`src/rtl/imm_insn_encoder.sv`:
```
// Immediate instruction encoder.
// Scatters a 32-bit immediate into an RV32I template (I/S/B/J formats), or expands a
// load-immediate into ADDI or a LUI+ADDI pair. Output is a registered valid/ready slot
// with a single pending word for the two-word expansion.
// Optional feature: define IMM_RANGE_CHECK_EN to register an immediate range error with
// each word; otherwise out_err is tied low and no range logic is built.
module imm_insn_encoder (
  input  logic        clk,
  input  logic        rst_n,
  input  logic        in_valid,
  output logic        in_ready,
  input  logic [31:0] in_imm,
  input  logic [1:0]  in_fmt,
  input  logic [31:0] in_tmpl,
  input  logic        in_li,
  input  logic [4:0]  in_rd,
  output logic        out_valid,
  input  logic        out_ready,
  output logic [31:0] out_insn,
  output logic        out_last,
  output logic        out_err
);

  localparam logic [6:0] OpcOpImm = 7'b0010011;
  localparam logic [6:0] OpcLui   = 7'b0110111;

  typedef enum logic [1:0] {
    StIdle,   // output slot empty
    StHold1,  // single word presented
    StHold2A, // LUI presented, ADDI pending
    StHold2B  // ADDI presented
  } state_e;

  state_e      state_q, state_d;
  logic [31:0] insn_q, insn_d;
  logic        last_q, last_d;
  logic [31:0] pend_q, pend_d;

  logic [31:0] imm_mask;
  logic [31:0] imm_bits;
  logic [31:0] fmt_word;
  logic        fits12;
  logic [19:0] li_hi;
  logic [31:0] li_addi_x0;
  logic [31:0] li_lui;
  logic [31:0] li_addi_rd;
  logic        two_word;
  logic [31:0] first_word;
  logic        accept;
  logic        load_new;

  // Immediate scatter positions and bits for the selected format.
  always_comb begin
    imm_mask = 32'h0;
    imm_bits = 32'h0;
    unique case (in_fmt)
      2'b00: begin
        imm_mask = 32'hFFF0_0000;
        imm_bits = {in_imm[11:0], 20'b0};
      end
      2'b01: begin
        imm_mask = 32'hFE00_0F80;
        imm_bits = {in_imm[11:5], 13'b0, in_imm[4:0], 7'b0};
      end
      2'b10: begin
        imm_mask = 32'hFE00_0F80;
        imm_bits = {in_imm[12], in_imm[10:5], 13'b0, in_imm[4:1], in_imm[11], 7'b0};
      end
      2'b11: begin
        imm_mask = 32'hFFFF_F000;
        imm_bits = {in_imm[20], in_imm[10:1], in_imm[11], in_imm[19:12], 12'b0};
      end
      default: ;
    endcase
  end

  // Template merge and load-immediate expansion candidates.
  always_comb begin
    fmt_word   = (in_tmpl & ~imm_mask) | imm_bits;
    fits12     = (&in_imm[31:11]) | ~(|in_imm[31:11]);
    // +0x800 compensates for the sign-extended low half added back by ADDI.
    li_hi      = 20'((in_imm + 32'h0000_0800) >> 12);
    li_addi_x0 = {in_imm[11:0], 5'd0, 3'b000, in_rd, OpcOpImm};
    li_lui     = {li_hi, in_rd, OpcLui};
    li_addi_rd = {in_imm[11:0], in_rd, 3'b000, in_rd, OpcOpImm};
    two_word   = in_li & ~fits12;
    if (!in_li) begin
      first_word = fmt_word;
    end else if (fits12) begin
      first_word = li_addi_x0;
    end else begin
      first_word = li_lui;
    end
  end

`ifdef IMM_RANGE_CHECK_EN
  logic err_q, err_d;
  logic new_err;
  logic fits13;
  logic fits21;

  // Signed range check of the immediate for the selected format; LI never flags.
  always_comb begin
    fits13  = (&in_imm[31:12]) | ~(|in_imm[31:12]);
    fits21  = (&in_imm[31:20]) | ~(|in_imm[31:20]);
    new_err = 1'b0;
    if (!in_li) begin
      unique case (in_fmt)
        2'b00, 2'b01: new_err = ~fits12;
        2'b10:        new_err = ~fits13 | in_imm[0];
        2'b11:        new_err = ~fits21 | in_imm[0];
        default:      new_err = 1'b0;
      endcase
    end
  end
`endif

  // Request acceptance: empty slot, or same-cycle replace of a final word.
  always_comb begin
    in_ready = 1'b0;
    unique case (state_q)
      StIdle:            in_ready = 1'b1;
      StHold1, StHold2B: in_ready = out_ready;
      StHold2A:          in_ready = 1'b0;
      default:           in_ready = 1'b0;
    endcase
    accept = in_valid & in_ready;
  end

  // Next-state and output-slot update.
  always_comb begin
    state_d  = state_q;
    insn_d   = insn_q;
    last_d   = last_q;
    pend_d   = pend_q;
    load_new = 1'b0;
`ifdef IMM_RANGE_CHECK_EN
    err_d    = err_q;
`endif
    unique case (state_q)
      StIdle: begin
        load_new = accept;
      end
      StHold1, StHold2B: begin
        if (out_ready) begin
          if (accept) begin
            load_new = 1'b1;
          end else begin
            state_d = StIdle;
          end
        end
      end
      StHold2A: begin
        if (out_ready) begin
          state_d = StHold2B;
          insn_d  = pend_q;
          last_d  = 1'b1;
`ifdef IMM_RANGE_CHECK_EN
          err_d   = 1'b0;
`endif
        end
      end
      default: state_d = StIdle;
    endcase
    if (load_new) begin
      state_d = two_word ? StHold2A : StHold1;
      insn_d  = first_word;
      last_d  = ~two_word;
      pend_d  = li_addi_rd;
`ifdef IMM_RANGE_CHECK_EN
      err_d   = new_err;
`endif
    end
  end

  // State and output registers; reset drops any pending second word.
  always_ff @(posedge clk or negedge rst_n) begin
    if (!rst_n) begin
      state_q <= StIdle;
      insn_q  <= 32'h0;
      last_q  <= 1'b0;
      pend_q  <= 32'h0;
    end else begin
      state_q <= state_d;
      insn_q  <= insn_d;
      last_q  <= last_d;
      pend_q  <= pend_d;
    end
  end

`ifdef IMM_RANGE_CHECK_EN
  // Error flag travels with its word.
  always_ff @(posedge clk or negedge rst_n) begin
    if (!rst_n) begin
      err_q <= 1'b0;
    end else begin
      err_q <= err_d;
    end
  end
  assign out_err = err_q;
`else
  assign out_err = 1'b0;
`endif

  assign out_valid = (state_q != StIdle);
  assign out_insn  = insn_q;
  assign out_last  = last_q;

endmodule

```
`config.mk`:
```
export PLATFORM = sky130hd
export DESIGN_NAME = imm_insn_encoder
export DESIGN_NICKNAME = d
export VERILOG_FILES = /design/src/rtl/imm_insn_encoder.sv
export SDC_FILE = /design/constraint.sdc
export NUM_CORES = 1
export LEC_CHECK = 0
export ABC_AREA = 1
export BUFFER_PORTS_ARGS = -buffer_cell sky130_fd_sc_hd__buf_2
export CORE_MARGIN = 3
export CORE_UTILIZATION = 50
export CTS_CLUSTER_DIAMETER = 40
export DETAILED_ROUTE_END_ITERATION = 8
export HOLD_SLACK_MARGIN = 0.03
export PLACE_DENSITY = 0.76
export SYNTH_ARGS = -nofsm -noshare
export SYNTH_HDL_FRONTEND = slang
export SYNTH_SLANG_ARGS = --single-unit
```
`constraint.sdc`:
```
create_clock -name clk -period 3.8 [get_ports clk]
set_input_delay 1.14 -clock clk [delete_from_list [all_inputs] [get_ports clk]]
set_output_delay 1.14 -clock clk [all_outputs]
set_load 0.02 [all_outputs]
```
==> results of run 1 <==
-- worst max-delay path, cell delays in order --
cell and delay (ns):
buf_2 0.09, inv_1 0.08, nand2_1 0.08, nand2_2 0.11
inv_1 0.04, buf_2 0.15
-- worst paths after layout --
path                       startpoint            to  slack [ns]
max                         out_ready      in_ready        0.96
min reg2reg                 pend_q[4]     pend_q[4]        0.48
min in group asynchronous       rst_n   out_insn[4]        0.93
min                         pend_q[4]     pend_q[4]        0.48
max reg2reg                state_q[0]  out_insn[19]        1.85
max in group asynchronous       rst_n  out_insn[13]        2.22
-- logic make-up after synthesis --
logic type / after synthesis / share of synthesized area [%]
simple gates: 247 / 33.91
compound gates: 87 / 14.31
buf+inv: 56 / 6.899
flops: 53 / 38.49
xor+xnor: 15 / 3.812
fa+ha+maj: 6 / 2.179
other cells: 1 / 0.1088
mux: 1 / 0.2905
-- flip-flops by register name, indices dropped and copies added, names as in the netlist --
signal and cells:
out_last 1, pend_q 18, state_q 2, out_insn 32
-- Yosys cell counts (2+ instances only) --
cell type  number
clkbuf_1        4
o21ai_0        32
nand2_1       139
nand3_2         3
inv_2           4
nor2_1         48
nand2_4         3
o21ai_1         9
nor2_4          6
buf_4           2
dfrtp_1        53
ha_1            6
o211ai_1        2
o22ai_1         3
a31oi_1         6
xnor2_1         5
o221ai_1        2
nand3_1        15
nor3_1          4
a21oi_1        24
nand4_1         8
buf_2          10
nor3_2          3
nand2_2         7
xor2_1         10
a32o_1          3
o31ai_1         2
inv_1          35
nand3_4         2
nor2_2          5
-- layout make-up --
type,instances,area (µm²),area share (%)
flip-flops and latches,53,1326,32.10
multi-input cells,357,1882,45.55
repair buffers,109,560.5,13.57
well taps,77,96.34,2.332
inverters,39,146.4,3.543
clock inverters,2,37.54,0.9085
clock buffers,6,82.58,1.999
-- report_power, final --
group	leakage, nW	internal (W)	switching [W]
sequential	0.634	0.000833	0.000131
clock	0.0574	0.000214	0.000191
combinational	1.44	0.000414	0.000835
total	2.13	0.00146	0.00116
-- metal layers --
metal	GRT usage (%)	up-vias	part of all wire [%]
met3	3.779	11	7.2
met5	0	-	0
met2	42.11	146	48
met4	6.901	0	1.4
met1	34.96	1695	44
li1	-	1714	-
-- per-stage QoR --
step	total power [W]	cells	hold WS [ns]	worst slack, ns
finish	0.002619	643	0.4808	0.9600
global route	0.002822	643	0.5095	0.8994
CTS	0.002625	643	0.4853	0.9568
detailed placement	0.002223	635	0.4608	0.9571
global placement	0.002176	635	0.4344	0.9745
floorplan	0.001809	466	0.4226	1.180
==> run_results.csv, run 1 <==
group,metric,value,unit
pwr,leakage,2.134,nW
place,placed_area,4011,µm²
global_routing,globalRouteOverflowTotal,0,
place,io_buffers,103,
logic_synthesis,yosys_register_bits,53,
floorplanning,die_y,89.02,µm
critical_path,arrival,1.70,ns
timing,fmax,352.1,MHz
timing,finalSetupViolations,0,
logic_synthesis,avgSynthCellArea,7.394,µm²
cells_and_area,layout_commonest_cell,"nand2_1",
logic_synthesis,seq_area_frac_synth,38.49,%
logic_synthesis,syn_inst,466,
critical_path,start_kind,"input pin",
run,drv_cap,0,
clock_network,cts_resized,0,
timing,finalCriticalPeriod,2.840,ns
timing,worstMarginPinSlew,0.8530,ns
timing,rsz0062_at_grt,"no",
global_routing,grtUsageTotal,25.44,%
hold_path,min_path_type,"flop to flop",
critical_path,required,2.66,ns
logic_synthesis,synth_nets,548,
clock_network,clk_pin_slew,0.09,ns
pwr,ir_worst_vdd,0.2288,mV
timing,slew_violations,0,
timing,hold_viol,0,
clock_network,clock-sinks,53,
floorplanning,design.core.area,6495,µm²
floorplanning,start_util,53.05,%
critical_path,end_kind,"output pin",
floorplanning,rows,29,
logic_synthesis,ys_types,41,
logic_synthesis,ys_top_cells_by_area,"dfrtp_1, nand2_1, nor2_1",
detailed_routing,routed_wl,9895,µm
global_routing,grt_max_degree,41,
detailed_routing,routedWlPerCell,15.39,µm
cells_and_area,nFillCells,590,
floorplanning,dieArea,7924,µm²
global_routing,grt_pass1_wl,15670,µm
logic_synthesis,synth-edff-count,0,
timing,finalClockSkew,0.008756,ns
timing,period_share,74.74,%
cells_and_area,final_area,4131,µm²
place,dp_hpwl,7550,µm
floorplanning,die_w,89.02,µm
detailed_routing,drt_pass1_iterations,5,
detailed_routing,remaining_drc_errors,0,
logic_synthesis,yosysTopAreaCell,"dfrtp_1",
clock_network,clock_latency,0.31,ns
clock_network,postCtsSetupBuffers,0,
cells_and_area,syn_to_final_growth,19.90,%
hold_path,whs_path_depth,2,
cells_and_area,final_util,63.61,%
pwr,cellPowerDensity,634.0,nW/µm²
clock_network,cts_max_level,2,
clock_network,root_buffer,"clkbuf_8",
logic_synthesis,synth_ff_type,"dfrtp_1",
critical_path,ff2ff_path_depth,9,
detailed_routing,via_count,3566,
global_routing,grt_pass1_vias,3354,
cells_and_area,drive_gt1_share,27.21,%
clock_network,cts_tree,"done",
clock_network,cts_buffers,5,
timing,fin_tns_setup,0,ns
floorplanning,io_pins,112,
clock_network,max-clock-path-buffers,2,
logic_synthesis,post-synth-top-area-fraction,38.49,%
logic_synthesis,async_flop_share,100.0,%
cells_and_area,n_antenna_cell,0,
cells_and_area,fin_nets,647,
critical_path,path_class,"input pin to output pin",
detailed_routing,ant_nets,0,
clock_network,hold_buffers,0,
place,finalWeightedCongestion,0.9761,
outcome,outcome,"finished clean",
critical_path,cp_max_fo,3,
logic_synthesis,synthesis.area,3446,µm²
detailed_routing,vias_per_cell,5.546,
logic_synthesis,synth_warnings,0,
detailed_routing,drt_iter0_markers,216,
cells_and_area,final_cell_mix,"nand2_1, buf_2, dfrtp_1, nor2_1, inv_1",
timing,slew_headroom,43.14,%
global_routing,antenna_found_initial,0,
Power figures use the tool's default switching activity.
==> run 2: changes to the inputs <==
Settings changed: ABC_AREA 1 to 0, CORE_UTILIZATION 50 to 46, PLACE_DENSITY 0.76 to 0.74.
Clock period 3.8 ns to 2.4 ns, I/O delays scaled along.
==> run 2 against run 1 <==
Sequential share of layout area is 0.27 points lower. Routed wire length is 2.3% lower. Combinational power is 41% higher. Clock power is 33% higher. Design area is 0.85% higher. Power is 44% higher. Synthesized area is 4.2% lower. Flip-flop and latch count stayed put. Critical endpoint is now out_insn[13]. Largest power group unchanged.
==> run_results.csv, run 2 <==
group,metric,value,unit
outcome,outcome,"finished clean",
pwr,leakage,1.996,nW
cells_and_area,layout_commonest_cell,"buf_2",
clock_network,clock-sinks,53,
logic_synthesis,post-synth-top-area-fraction,40.17,%
critical_path,regToRegSetupSlack,0.55,ns
cells_and_area,final_cell_count_no_fill,589,
place,dp_hpwl,7598,µm
logic_synthesis,synth_ff_type,"dfrtp_1",
detailed_routing,routedWlPerCell,16.42,µm
place,finalWeightedCongestion,0.9285,
logic_synthesis,async_flop_share,100.0,%
detailed_routing,remaining_drc_errors,0,
pwr,combPwrFrac,46.7,%
timing,rsz0062_at_grt,"no",
critical_path,arrival,2.36,ns
critical_path,cp_max_fo,9,
detailed_routing,vias_per_cell,5.547,
clock_network,cts_resized,0,
clock_network,cts_buffers,5,
clock_network,max-clock-path-buffers,2,
detailed_routing,drt_iter0_markers,246,
pwr,sw_frac_of_total,42.36,%
pwr,switchingPower,0.001593,W
detailed_routing,routed_wl,9670,µm
clock_network,root_buffer,"clkbuf_8",
place,io_buffers,103,
clock_network,clk_pin_slew,0.11,ns
place,placedCellCount,581,
critical_path,cpMaxStageDelayCell,"a221oi_1",
clock_network,clock_latency,0.32,ns
timing,finalCriticalPeriod,2.140,ns
logic_synthesis,yosysTopAreaCell,"dfrtp_1",
timing,hold_viol,0,
cells_and_area,n_antenna_cell,0,
cells_and_area,final_cell_mix,"buf_2, nand2_1, dfrtp_1, buf_4, a21oi_1",
logic_synthesis,syn_inst,369,
floorplanning,die_y,90.73,µm
critical_path,crit_path_cell_trace,"buf_2, inv_1, ha_1, nor4b_1, and3_1, a221oi_1, buf_4, nand2_4, o221ai_1",
logic_synthesis,ys_types,62,
logic_synthesis,post-synth-top-count-cell,"nand2_1",
pwr,p_int,0.002167,W
clock_network,cts_max_level,2,
run,drv_cap,0,
timing,slew_headroom,64.88,%
global_routing,grt_pass1_wl,16250,µm
pwr,cellPowerDensity,902.5,nW/µm²
logic_synthesis,seq_area_frac_synth,40.17,%
logic_synthesis,synth_nets,451,
logic_synthesis,ys_top_cells_by_area,"dfrtp_1, nand2_1, a21oi_1",
clock_network,cts_tree,"done",
timing,finalSetupViolations,0,
global_routing,grtUsageTotal,24.43,%
logic_synthesis,synth-edff-count,0,
clock_network,postCtsSetupBuffers,0,
detailed_routing,drt_pass1_iterations,4,
critical_path,start_kind,"input pin",
global_routing,grt_max_degree,28,
critical_path,cp_slowest_stage_delay,0.41,ns
floorplanning,dieArea,8231,µm²
global_routing,grt_pass1_vias,3287,
floorplanning,rows,30,
cells_and_area,largest_register_ff_count,32,
logic_synthesis,avgSynthCellArea,8.948,µm²
critical_path,end_kind,"flop",
global_routing,globalRouteOverflowTotal,0,
clock_network,hold_buffers,0,
cells_and_area,drive_gt1_share,34.08,%
global_routing,antenna_found_initial,0,
cells_and_area,fin_nets,574,
timing,slew_violations,0,
floorplanning,io_pins,112,
logic_synthesis,synthesis.area,3302,µm²
detailed_routing,ant_nets,0,
hold_path,min_path_type,"input pin to asynchronous set/reset pin",
critical_path,required,2.62,ns
logic_synthesis,synth_warnings,0,
pwr,power,0.003760,W
floorplanning,start_util,48.07,%
timing,worstMarginPinSlew,0.5249,ns
logic_synthesis,synth_commonest_cells,"nand2_1, dfrtp_1, a21oi_1",
timing,period_share,89.18,%
timing,finalClockSkew,0.007160,ns
pwr,pwr-share-clk,14.3,%
timing,fin_tns_setup,0,ns
logic_synthesis,yosys_register_bits,53,
pwr,sequentialPowerShare,38.9,%
floorplanning,design.core.area,6869,µm²
cells_and_area,syn_to_final_growth,26.18,%
detailed_routing,via_count,3267,
pwr,ir_worst_vdd,0.4695,mV
floorplanning,die_w,90.73,µm
timing,whs,0.1711,ns
timing,fmax,467.2,MHz
critical_path,path_class,"input pin to flop",
-- run 2: changes by cell type after synthesis, sizes merged, moves of 7 or more --
cell | previous run | this run
o21ai | 42 | 23
and2 | 0 | 9
nor2 | 59 | 18
inv | 39 | 14
nand2 | 149 | 64
mux2 | 0 | 7
-- run 2: path summary, 6_finish.rpt --
| kind | from | end | cells after the start |
|---|---|---|---|
| max | in_imm[11] | out_insn[13] | 9 |
| min | rst_n | out_insn[0] | 1 |
| max reg2reg | state_q[1] | out_insn[29] | 6 |
| min reg2reg | pend_q[26] | pend_q[26] | 2 |
| max in group asynchronous | rst_n | out_insn[31] | 2 |
| min in group clk | pend_q[26] | pend_q[26] | 2 |
-- run 2: cell families (layout without fill, tap and decap cells) --
kind of cell             count (synthesis)  after routing  synth area share [%]
adder cells (fa/ha/maj)                  6              6                 2.274
buffers and inverters                   34            158                 5.381
AO/OA/AOI/OAI                           94             94                 18.91
flip-flops                              53             53                 40.17
other                                    1              1                0.1136
multiplexers                            12             12                 3.903
XOR/XNOR                                18             18                 4.775
AND/OR/NAND/NOR                        151            151                 24.48
-- run 2: routing by layer --
layer,GRT usage (%),share of wire (%)
met3,5.083,7.1
met5,0,0
met1,33.88,46
met4,4.847,0.87
met2,39.59,46
-- run 2: worst max-delay path, delay by kind of cell --
kind	cells	cell delay, ns
and+or+nand+nor	3	0.42
AOI/OAI and AO/OA	2	0.62
adders and majority gates	1	0.19
buffers and inverters	3	0.42
-- run 2: layout make-up --
cell class | instances | area [µm²]
Timing Repair Buffer | 136 | 775.7
Inverter | 14 | 52.55
Fill cell | 623 | 2703
Clock buffer | 5 | 68.82
Sequential cell | 53 | 1326
Clock inverter | 3 | 25.02
Tap cell | 96 | 120.1
Multi-Input combinational cell | 282 | 1798
-- run 2: stage by stage --
stage / area [µm²] / utilization (%) / setup WS, ns
CTS: 4167 / 60.66 / 0.2382
global route: 4167 / 60.66 / 0.06653
global placement: 4073 / 59.29 / -0.08372
floorplan: 3302 / - / 0.2274
finish: 4167 / 60.66 / 0.2596
detailed placement: 4073 / 59.29 / -0.09476
-- run 2: power by group through the flow --
stage / clock [W] / combinational [W] / sequential (W)
3_3_place_gp: 0 / 0.00173 / 0.00146
4_1_cts: 0.000550 / 0.00177 / 0.00146
6_report: 0.000539 / 0.00176 / 0.00146
2_1_floorplan: 0 / 0.000844 / 0.00176
3_5_place_dp: 0 / 0.00176 / 0.00148
5_1_grt: 0.000594 / 0.00193 / 0.00151
==> run 3: changes to the inputs <==
Settings changed: BUFFER_PORTS_ARGS -buffer_cell sky130_fd_sc_hd__buf_2 to not set, CORE_UTILIZATION 46 to 50, DONT_BUFFER_PORTS set to 1, PLACE_DENSITY 0.74 to 0.65.
==> run 3 against run 2 <==
Global-route usage rose by 0.53 points. Combinational power decreased by 41%. Design area is 17% lower. Worst hold slack worse by 0.077 ns. Via count down 15%. Power down 11%. Flip-flop and latch count did not move. Clock skew increased by 0.0027 ns. Critical path depth down 2. Non-clock buffer count fell by 122.
==> run_results.csv, run 3 (synthesis results as in run 2) <==
group,metric,value,unit
outcome,outcome,"finished clean",
place,placed_area,3388,µm²
critical_path,cp_max_fo,10,
cells_and_area,fin_nets,452,
global_routing,grt_pass1_vias,2934,
cells_and_area,drive_gt1_share,11.86,%
clock_network,cts_tree,"done",
critical_path,ff2ff_path_depth,6,
cells_and_area,syn_to_final_growth,5.153,%
place,io_buffers,0,
timing,setup_ws,0.3850,ns
floorplanning,start_util,53.55,%
clock_network,clock_latency,0.31,ns
floorplanning,die_y,87.27,µm
timing,hold_viol,0,
clock_network,cts_buffers,5,
timing,finalCriticalPeriod,2.015,ns
pwr,cellPowerDensity,967.7,nW/µm²
floorplanning,io_pins,112,
hold_path,min_path_type,"input pin to asynchronous set/reset pin",
global_routing,globalRouteOverflowTotal,0,
critical_path,required,2.59,ns
place,dp_hpwl,6845,µm
floorplanning,design.core.area,6166,µm²
clock_network,hold_buffers,0,
clock_network,clock-sinks,53,
critical_path,r2r-end,"out_insn[20]",
timing,period_share,83.96,%
clock_network,cts_max_level,2,
critical_path,r2r_start,"state_q[0]",
place,placedCellCount,438,
detailed_routing,ant_nets,0,
detailed_routing,via_count,2790,
detailed_routing,routed_wl,9183,µm
timing,finalSetupViolations,0,
floorplanning,rows,28,
detailed_routing,routedWlPerCell,20.59,µm
cells_and_area,final_util,56.31,%
critical_path,regToRegSetupSlack,0.56,ns
cells_and_area,largest_register_ff_count,32,
floorplanning,dieArea,7615,µm²
critical_path,arrival,2.21,ns
global_routing,grt_max_degree,54,
detailed_routing,vias_per_cell,6.256,
timing,fin_tns_setup,0,ns
cells_and_area,final_cell_count_no_fill,446,
global_routing,antenna_found_initial,0,
detailed_routing,drt_pass1_iterations,4,
pwr,ir_worst_vdd,0.6181,mV
clock_network,root_buffer,"clkbuf_8",
clock_network,postCtsSetupBuffers,0,
cells_and_area,final_area,3472,µm²
timing,fmax,496.3,MHz
cells_and_area,final_cell_mix,"nand2_1, dfrtp_1, a21oi_1, o21ai_0, nand3_1",
cells_and_area,n_antenna_cell,0,
timing,finalClockSkew,0.009899,ns
floorplanning,die_w,87.27,µm
critical_path,path_class,"input pin to flop",
run,drv_cap,0,
critical_path,start_kind,"input pin",
pwr,leakage,1.487,nW
clock_network,clk_pin_slew,0.10,ns
timing,slew_headroom,61.80,%
detailed_routing,drt_iter0_markers,153,
clock_network,max-clock-path-buffers,2,
global_routing,grtUsageTotal,24.96,%
timing,worstMarginPinSlew,0.5729,ns
critical_path,end_kind,"flop",
timing,slew_violations,0,
clock_network,cts_resized,0,
cells_and_area,layout_commonest_cell,"nand2_1",
place,place_ws,0.08093,ns
detailed_routing,remaining_drc_errors,0,
global_routing,grt_pass1_wl,14810,µm
timing,rsz0062_at_grt,"no",
place,finalWeightedCongestion,0.8957,
==> run 3: changes by cell type in the layout (fill, tap and decap cells not counted), sizes merged <==
cell,change
buf,-122
clkbuf,+2
inv,-1
clkinv,-1
==> run 3: worst max-delay path: stages <==
cell	delay (ns)
inv_1	0.06
ha_1	0.19
nor4b_1	0.14
and3_1	0.19
a221o_2	0.50
a311oi_1	0.31
o22ai_1	0.10
==> run 3: routing by layer <==
| layer | global-route usage (%) | wire length [µm] | up-vias |
|---|---|---|---|
| met2 | 38.70 | 4208 | 118 |
| met3 | 8.325 | 1006 | 12 |
| met4 | 6.834 | 150 | 0 |
| li1 | - | - | 1322 |
| met1 | 33.41 | 3818 | 1338 |
| met5 | 0 | 0 | - |
==> run 3: final cells by class <==
type | count | area [µm²]
tap | 75 | 93.84
inverter | 14 | 52.55
clock inverter | 1 | 7.507
multi-input combinational | 282 | 1798
sequential | 53 | 1326
fill | 563 | 2694
clock buffer | 7 | 76.32
timing repair buffer | 14 | 117.6
==> run 3: power by group <==
part	leakage (nW)	internal, W	total, W	switching [W]
registers	0.632	0.00128	0.00181	0.000536
logic	0.816	0.000451	0.00104	0.000591
clock network	0.0385	0.000207	0.000507	0.000300
total	1.49	0.00193	0.00336	0.00143
==> run 3: stage by stage <==
stage | total power, W | hold slack, ns
finish | 0.003360 | 0.09424
CTS | 0.003378 | 0.08650
floorplan | 0.002601 | 0.4244
global placement | 0.002834 | 0.4261
global route | 0.003592 | 0.07543
detailed placement | 0.002866 | 0.4261
==> run 3: worst max-delay path by stage <==
stage / startpoint / to / slack [ns]
final: in_imm[11] / out_insn[28] / 0.39
after floorplan: in_imm[11] / out_insn[28] / 0.23
after detailed placement: in_imm[11] / out_insn[28] / 0.08
after CTS: in_imm[11] / out_insn[28] / 0.40
after global placement: in_imm[11] / out_insn[28] / 0.10
after global routing: in_imm[11] / out_insn[24] / 0.29
